`config.mk`:
```
export PLATFORM = sky130hd
export DESIGN_NAME = impulse_burst_generator
export DESIGN_NICKNAME = d
export VERILOG_FILES = /design/src/rtl/impulse_pkg.sv /design/src/rtl/load_down_counter.sv /design/src/rtl/impulse_burst_generator.sv
export SDC_FILE = /design/constraint.sdc
export NUM_CORES = 1
export LEC_CHECK = 0
export BUFFER_PORTS_ARGS = -buffer_cell sky130_fd_sc_hd__buf_2
export CELL_PAD_IN_SITES_DETAIL_PLACEMENT = 0
export CELL_PAD_IN_SITES_GLOBAL_PLACEMENT = 1
export CORE_MARGIN = 2
export CORE_UTILIZATION = 40
export DETAILED_ROUTE_END_ITERATION = 7
export HOLD_SLACK_MARGIN = 0.15
export PLACE_DENSITY_LB_ADDON = 0.1
export SKIP_LAST_GASP = 1
export SLEW_MARGIN = 10
export SYNTH_ARGS = -nofsm -noshare
export SYNTH_HDL_FRONTEND = slang
export SYNTH_SLANG_ARGS = --single-unit
```
`constraint.sdc`:
```
create_clock -name clock -period 2.35 [get_ports clock]
set_input_delay 0.1175 -clock clock [delete_from_list [all_inputs] [get_ports clock]]
set_output_delay 0.1175 -clock clock [all_outputs]
set_load 0.01 [all_outputs]
```
`src/rtl/impulse_pkg.sv`:
```
// Shared state encoding for the impulse burst generator and its helpers.
package impulse_pkg;

   typedef enum logic [2:0] {
      IDLE  = 3'd0,
      REQ   = 3'd1,
      WAIT  = 3'd2,
      PULSE = 3'd3,
      GAP   = 3'd4
   } state_t;

endpackage

```
`src/rtl/load_down_counter.sv`:
```
// Loadable down-counter that saturates at 1 (never wraps); load wins over dec.
// Flags are combinational decodes of the registered count.
module load_down_counter #(
   parameter int W = 8
) (
   input  logic         clock,
   input  logic         reset_,
   input  logic         load,
   input  logic         dec,
   input  logic [W-1:0] value,
   output logic         is_one,
   output logic         is_zero
);

   logic [W-1:0] count;

   always_ff @(posedge clock) begin
      if (reset_) begin
         count <= '0;
      end else if (load) begin
         count <= value;
      end else if (dec && (count > W'(1))) begin
         count <= count - W'(1);
      end
   end

   assign is_one  = (count == W'(1));
   assign is_zero = (count == '0);

endmodule

```
`src/rtl/impulse_burst_generator.sv`:
```
// Fetches pulse length/gap/count over soc/eoc, then emits repeat_n pulses of numero
// cycles separated by gap_len low cycles; all outputs registered, enable only gates the next request.
module impulse_burst_generator
   import impulse_pkg::*;
#(
   parameter int W = 8,
   parameter int R = 4
) (
   input  logic         clock,
   input  logic         reset_,
   input  logic         enable,
   input  logic [W-1:0] numero,
   input  logic [W-1:0] gap_len,
   input  logic [R-1:0] repeat_n,
   output logic         soc,
   input  logic         eoc,
   output logic         out,
   output logic         busy,
   output logic         done
);

   state_t state, state_n;

   logic [W-1:0] len_q, gap_q;
   logic [W-1:0] p_src;
   logic [R-1:0] rep_eff;

   logic soc_n, out_n, done_n, cap;
   logic p_load, p_dec, g_load, g_dec, b_load, b_dec;
   logic p_one, p_zero, g_one, g_zero, b_one, b_zero;
   logic p_last, g_last, b_last;

   assign rep_eff = (repeat_n == '0) ? R'(1) : repeat_n;
   assign p_last  = p_one | p_zero;
   assign g_last  = g_one | g_zero;
   assign b_last  = b_one | b_zero;

   load_down_counter #(.W(W)) u_pcnt (
      .clock   (clock),
      .reset_  (reset_),
      .load    (p_load),
      .dec     (p_dec),
      .value   (p_src),
      .is_one  (p_one),
      .is_zero (p_zero)
   );

   load_down_counter #(.W(W)) u_gcnt (
      .clock   (clock),
      .reset_  (reset_),
      .load    (g_load),
      .dec     (g_dec),
      .value   (gap_q),
      .is_one  (g_one),
      .is_zero (g_zero)
   );

   load_down_counter #(.W(R)) u_bcnt (
      .clock   (clock),
      .reset_  (reset_),
      .load    (b_load),
      .dec     (b_dec),
      .value   (rep_eff),
      .is_one  (b_one),
      .is_zero (b_zero)
   );

   always_ff @(posedge clock) begin
      if (reset_) begin
         state <= IDLE;
      end else begin
         state <= state_n;
      end
   end

   always_comb begin
      state_n = state;
      soc_n   = 1'b0;
      out_n   = 1'b0;
      done_n  = 1'b0;
      cap     = 1'b0;
      p_load  = 1'b0;
      p_dec   = 1'b0;
      p_src   = len_q;
      g_load  = 1'b0;
      g_dec   = 1'b0;
      b_load  = 1'b0;
      b_dec   = 1'b0;
      case (state)
         IDLE: begin
            if (enable) begin
               state_n = REQ;
               soc_n   = 1'b1;
            end
         end
         REQ: begin
            if (!eoc) begin
               state_n = WAIT;
            end else begin
               soc_n = 1'b1;
            end
         end
         WAIT: begin
            if (eoc) begin
               cap    = 1'b1;
               p_load = 1'b1;
               p_src  = numero;
               b_load = 1'b1;
               if (numero == '0) begin
                  done_n  = 1'b1;
                  soc_n   = enable;
                  state_n = enable ? REQ : IDLE;
               end else begin
                  state_n = PULSE;
               end
            end
         end
         PULSE: begin
            out_n = 1'b1;
            // out is still low on the first cycle after capture: that cycle only raises out
            if (out) begin
               if (!p_last) begin
                  p_dec = 1'b1;
               end else if (b_last) begin
                  out_n   = 1'b0;
                  done_n  = 1'b1;
                  soc_n   = enable;
                  state_n = enable ? REQ : IDLE;
               end else begin
                  b_dec = 1'b1;
                  if (gap_q != '0) begin
                     out_n   = 1'b0;
                     g_load  = 1'b1;
                     state_n = GAP;
                  end else begin
                     p_load = 1'b1;
                  end
               end
            end
         end
         GAP: begin
            if (g_last) begin
               out_n   = 1'b1;
               p_load  = 1'b1;
               state_n = PULSE;
            end else begin
               g_dec = 1'b1;
            end
         end
         default: state_n = IDLE;
      endcase
   end

   always_ff @(posedge clock) begin
      if (reset_) begin
         len_q <= '0;
         gap_q <= '0;
         soc   <= 1'b0;
         out   <= 1'b0;
         done  <= 1'b0;
         busy  <= 1'b0;
      end else begin
         if (cap) begin
            len_q <= numero;
            gap_q <= gap_len;
         end
         soc  <= soc_n;
         out  <= out_n;
         done <= done_n;
         busy <= (state_n != IDLE);
      end
   end

endmodule

```
==> results.md, run 1 <==
- CTS sink count: 43
- Final setup fails: 0
- Pwr Density: about 500 nW/um^2
- IO buf count: 27
- CTS tree: built
- Core Area: 5850 um^2
- Pre-CTS WS: ~0.13 ns
- Post-DP HPWL: 4340 um
- # rows: 28
- Post-route ant nets: 0
- Commonest non-fill, non-tap cell in the layout: dfxtp_1
- Clock root buffer master: clkbuf_8
- Post-Syn Nets: roughly 300
- Latest clock arrival within the worst-skew pair: ~0.3 ns
- Wire per inst: 14.7 um
- Initial antenna violation count: 0
- Hold Fails Final Rpt: 0
- Synth Area in Compound Gates: 0.220
- Flop2flop setup slack: roughly 0.15 ns
- Layout cells sized above 1: 0.199
- Distinct cells, synth: between 60 and 70
- Cell Area, Synth: about 2400 um^2
- Max_slew headroom: 0.495
- Unrepaired setup endpoints after global routing: no
- Fin area: 2920 um^2
- Synth warn: 0
- PostCTS Resize Cnt: 0
- Peak VDD IR: about 320 uV
- Post-synthesis sequential area ratio: 0.361
- Largest family of logic cells by synthesized area: simple AND/OR/NAND/NOR gates
- Top FF cell, synth: dfxtp_1
- I/O Pins: 28
- Commonest non-fill, non-tap cells in the layout: dfxtp_1, nand2_1, buf_2
- Die Width: slightly above 80 um
- Synth Area in Adders: 0.0472
- Fraction of the mapped netlist area in simple logic gates: 0.258
- Total track usage: 0.201
- Fin crit share: 0.937
- Initial Util: 0.408
- Leak Pwr: approximately 1.1 nW
- # DRC: 0
- H-Tree Depth: 2
- R2R Path End: u_gcnt.count[7]$_SDFFE_PP0P_
- Area growth syn-to-layout: 22.4%
- Die area: around 6600 um^2
- #FFs+latches synth: 43
- WP data required: between 2 and 3 ns
- Die height: about 81 um
- Setup ws final: roughly 0.15 ns
- Via count: around 2200
- Tightest Hold Check Type: primary input to flip-flop
- Synth area leaders: dfxtp_1, a21oi_1, nand2_1, ha_1, mux2i_1
- Setup TNS Final: 0 ns
- Post-synth top area cell: dfxtp_1
- Final Critical Period: about 2.2 ns
- Worst Reg2Reg Path Length in Cells: 7
- Clk pin slew, worst setup/hold paths: about 0.08 ns
- Setup Fix Bufs, Post-CTS: 0
- DRT Pass-1 Iters: 4
- Via density: between 5 and 6
- Fill count: 554
- Non-Filler Instances: around 400
- Initial drt markers: roughly 130
- Power Total: 1.45 mW
- Hold-fix buffers at CTS: 19
- Maxcap violations: 0
- Cells on Worst Hold Path: 3
- Pins Over Slew Limit: 0
- Outcome: finished, final reports clean
- XOR/XNOR Fraction of Synth Area: 0.0257
- Share of the synthesized area in the top cell type: 0.361
- Worst Max-Slew Pin Slew: about 0.75 ns
- CTS Buf Count: 5
- RePlAce Congestion: 0.773
- Multiplexer area fraction after synthesis: 0.0388
- Post-synth EDFFs: 0
- Crit Path Category: flip-flop to flip-flop
- Gate Count Post-Synth: approximately 270
- CP endpoint: u_gcnt.count[7]$_SDFFE_PP0P_
- Critical Path Start Type: flip-flop
- Number of global-route vias before repair: just under 2000
- Worst-path maximum fanout: 5
- Inserted Diodes: 0
- WL final: 5890 um
- Ys async rst share: 0
- Final nets: approximately 360
- Util after Layout: 0.499
- Placed Cells incl. Taps: about 380
- Crit path capture type: flip-flop
- Max clock buf depth: 2
- Final hold slack: around 0.18 ns
- Syn Area/Cell: 8.70 um^2
- Largest net degree at the start of global routing: 34
- Crit path from: u_gcnt.count[0]$_SDFFE_PP0P_
- Critical path arrival: around 2.4 ns
- FF-to-FF Start: u_gcnt.count[0]$_SDFFE_PP0P_
- DP Area: between 2000 and 3000 um^2
- First-pass GRT wire length: 10000 um
- Fmax: between 400 and 500 MHz
- Worst Skew: roughly 0.0096 ns
- Grt total ovfl: 0
## area by class of cell
type | count | area [um^2] | share of cell area
repair buffers | 59 | 435 | 0.149
well taps | 75 | 93.8 | 0.0322
inverters | 11 | 41.3 | 0.0142
multi-input cells | 206 | 1410 | 0.482
flip-flops and latches | 43 | 861 | 0.295
clock inverters | 1 | 5.00 | 0.00172
clock buffers | 7 | 76.3 | 0.0262
## report_power, final
group	internal, mW	switching [mW]	leakage, nW	total (mW)
clock	0.209	0.246	0.0422	0.454
combinational	0.107	0.122	0.723	0.230
sequential	0.749	0.0197	0.348	0.769
total	1.07	0.387	1.11	1.45
## cells in the mapped netlist, types with 3 or more instances
library cell	count
mux2i_1	7
clkbuf_1	9
o31ai_1	4
nor2b_1	3
nor2_1	14
ha_1	9
a21oi_1	24
nand4b_1	3
a211oi_1	7
xor2_1	4
nand3_1	9
o21a_1	5
o211ai_1	5
nor4_1	4
buf_6	3
nand2_1	32
inv_1	11
o21ai_0	3
xnor2_1	3
nor3_1	13
dfxtp_1	43
a31oi_1	9
## critical path: stages, from the launching register on
cell and delay [ns]:
dfxtp_1 0.40, inv_1 0.09, ha_1 0.21, or3_1 0.41
a31oi_4 0.25, nand3_4 0.10, or4_1 0.42, a311oi_1 0.24
## worst min path at each step
stage,slack [ns],end,from
global placement,0.36,gap_q[6]$_SDFFE_PP0P_,gap_len[6]
global route,0.17,soc$_SDFF_PP0_,enable
floorplan,0.25,len_q[1]$_SDFFE_PP0P_,numero[1]
CTS,0.16,soc$_SDFF_PP0_,enable
finish,0.18,soc$_SDFF_PP0_,enable
detailed placement,0.36,gap_q[6]$_SDFFE_PP0P_,gap_len[6]
## per-layer routing
metal | up-vias | share of wire | global-route usage
met5 | - | 0 | 0
met2 | 51 | 0.45 | 0.298
met4 | 0 | 0.012 | 0.0593
met3 | 6 | 0.038 | 0.0389
met1 | 1007 | 0.50 | 0.294
li1 | 1118 | - | -
## logic make-up (layout without fill, tap and decap cells)
kind of cell / Yosys count / count (layout)
AO/OA/AOI/OAI: 74 / 74
XOR/XNOR: 7 / 7
adder cells (fa/ha/maj): 9 / 9
buffers and inverters: 25 / 78
flip-flops: 43 / 43
multiplexers: 9 / 9
AND/OR/NAND/NOR: 107 / 107
## sequential cells by signal, indices dropped and copies added, names as in the netlist
signal and count:
state 3, gap_q 8, u_bcnt.count 4, out 1, len_q 8, busy 1, u_pcnt.count 8, done 1
u_gcnt.count 8, soc 1
Power figures use the tool's default switching activity.
==> run 2, diff against run 1 <==
==> constraint.sdc (replaced) <==
create_clock -name clock -period 2.35 [get_ports clock]
set_input_delay 0.47 -clock clock [delete_from_list [all_inputs] [get_ports clock]]
set_output_delay 0.47 -clock clock [all_outputs]
set_load 0.01 [all_outputs]
==> results.md, run 2 (same netlist as run 1, synthesis figures left out) <==
- I/O Pins: 28
- CTS tree: built
- RePlAce Congestion: ~0.8
- Pins Over Slew Limit: 0
- Wire per inst: approximately 15 um
- Final hold slack: a little under 0.4 ns
- Via count: around 2200
- Fin area: ~2800 um^2
- Fmax: ~460 MHz
- Slowest cell on crit path: or3_1
- Critical Path Start Type: flip-flop
- Latest clock arrival within the worst-skew pair: 0.31 ns
- Post-route ant nets: 0
- Clock root buffer master: clkbuf_8
- Largest net degree at the start of global routing: 34
- Layout cells sized above 1: 0.231
- Total track usage: 0.194
- Delay of the slowest cell on the worst path: about 0.4 ns
- Final Critical Period: around 2.2 ns
- Die Width: 81.2 um
- First-pass GRT wire length: 9780 um
- WL final: roughly 6000 um
- CP delay by family, top: simple AND/OR/NAND/NOR gates
- Commonest non-fill, non-tap cell in the layout: dfxtp_1
- Die height: a little over 80 um
- Grt total ovfl: 0
- DRT Pass-1 Iters: 4
- Util after Layout: 0.476
- Crit path capture type: flip-flop
- Commonest non-fill, non-tap cells in the layout: dfxtp_1, nand2_1, buf_2
- Post-DP HPWL: between 4000 and 5000 um
- Final setup fails: 0
- Critical path buffer and inverter count: 1
- CTS Buf Count: 5
- Maxcap violations: 0
- Setup TNS Final: 0 ns
- Initial drt markers: between 100 and 150
- Placed Cells incl. Taps: between 300 and 400
- Inserted Diodes: 0
- DP Area: about 2600 um^2
- Worst Skew: 0.00802 ns
- Worst Max-Slew Pin Slew: ~0.69 ns
- IO buf count: 27
- Power Total: between 1.5 and 2 mW
- Via density: roughly 5.6
- Leak Pwr: ~1.1 nW
- Max_slew headroom: 0.534
- Number of global-route vias before repair: slightly below 2000
- Tightest Hold Check Type: primary input to flip-flop
- # DRC: 0
- Critical path arrival: ~2.4 ns
- Fin crit share: 0.921
- Initial antenna violation count: 0
- Outcome: finished, final reports clean
- Setup ws final: 0.185 ns
- # rows: 28
- WP data required: approximately 2.6 ns
- Pwr Density: approximately 570 nW/um^2
- Max clock buf depth: 2
- Final nets: 344
- Worst-path cell chain: inv_1 > ha_1 > or3_1 > a31oi_4 > nand3_4 > or4_1 > a311oi_1
- Clk pin slew, worst setup/hold paths: around 0.090 ns
- Worst-path maximum fanout: 5
- Initial Util: 0.408
- Crit Path Category: flip-flop to flip-flop
- Die area: about 6600 um^2
- Non-Filler Instances: ~390
- Core Area: 5850 um^2
- H-Tree Depth: 2
- Peak VDD IR: between 300 and 400 uV
- Hold-fix buffers at CTS: 0
- Unrepaired setup endpoints after global routing: no
- Pre-CTS WS: approximately 0.09 ns
- Hold Fails Final Rpt: 0
- Area growth syn-to-layout: 16.8%
- CTS sink count: 43
==> run 2: power by group <==
group / switching [mW] / internal [mW]
Combinational: 0.120 / 0.0897
Sequential: 0.0193 / 0.749
Clock: 0.270 / 0.344
Total: 0.409 / 1.18
==> run 2: what timing repair did <==
item	CTS	global route
setup buffers	0	4
endpoints found under the setup margin	0	2
resized for setup	0	2
==> run 2: final timing paths <==
path                                     start                           end  slack (ns)  cells after the start
setup / recovery  u_gcnt.count[0]$_SDFFE_PP0P_  u_gcnt.count[7]$_SDFFE_PP0P_        0.19                      7
hold / removal                      gap_len[4]         gap_q[4]$_SDFFE_PP0P_        0.39                      3
setup reg to reg  u_gcnt.count[0]$_SDFFE_PP0P_  u_gcnt.count[7]$_SDFFE_PP0P_        0.19                      7
hold reg to reg          len_q[2]$_SDFFE_PP0P_         len_q[2]$_SDFFE_PP0P_        0.47                      2
==> run 2: cell type report <==
type / instances / area (um^2)
inverters: 11 / 41.3
fillers: 602 / 3060
repair buffers: 44 / 267
clock inverters: 2 / 35.0
multi-input cells: 206 / 1410
well taps: 75 / 93.8
clock buffers: 6 / 82.6
flip-flops and latches: 43 / 862
==> run 2: per-layer routing <==
| metal | vias to the layer above | part of all wire | GRT usage |
|---|---|---|---|
| met5 | - | 0 | 0 |
| met4 | 0 | 0.012 | 0.0593 |
| met3 | 7 | 0.038 | 0.0367 |
| met2 | 43 | 0.42 | 0.274 |
| met1 | 1022 | 0.53 | 0.295 |
| li1 | 1092 | - | - |
==> run 2: tightest hold or removal path: cells and delay by family <==
family,cells,cell delay [ns]
buffers and inverters,1,0.09
and+or+nand+nor,1,0.04
AOI/OAI and AO/OA,1,0.05
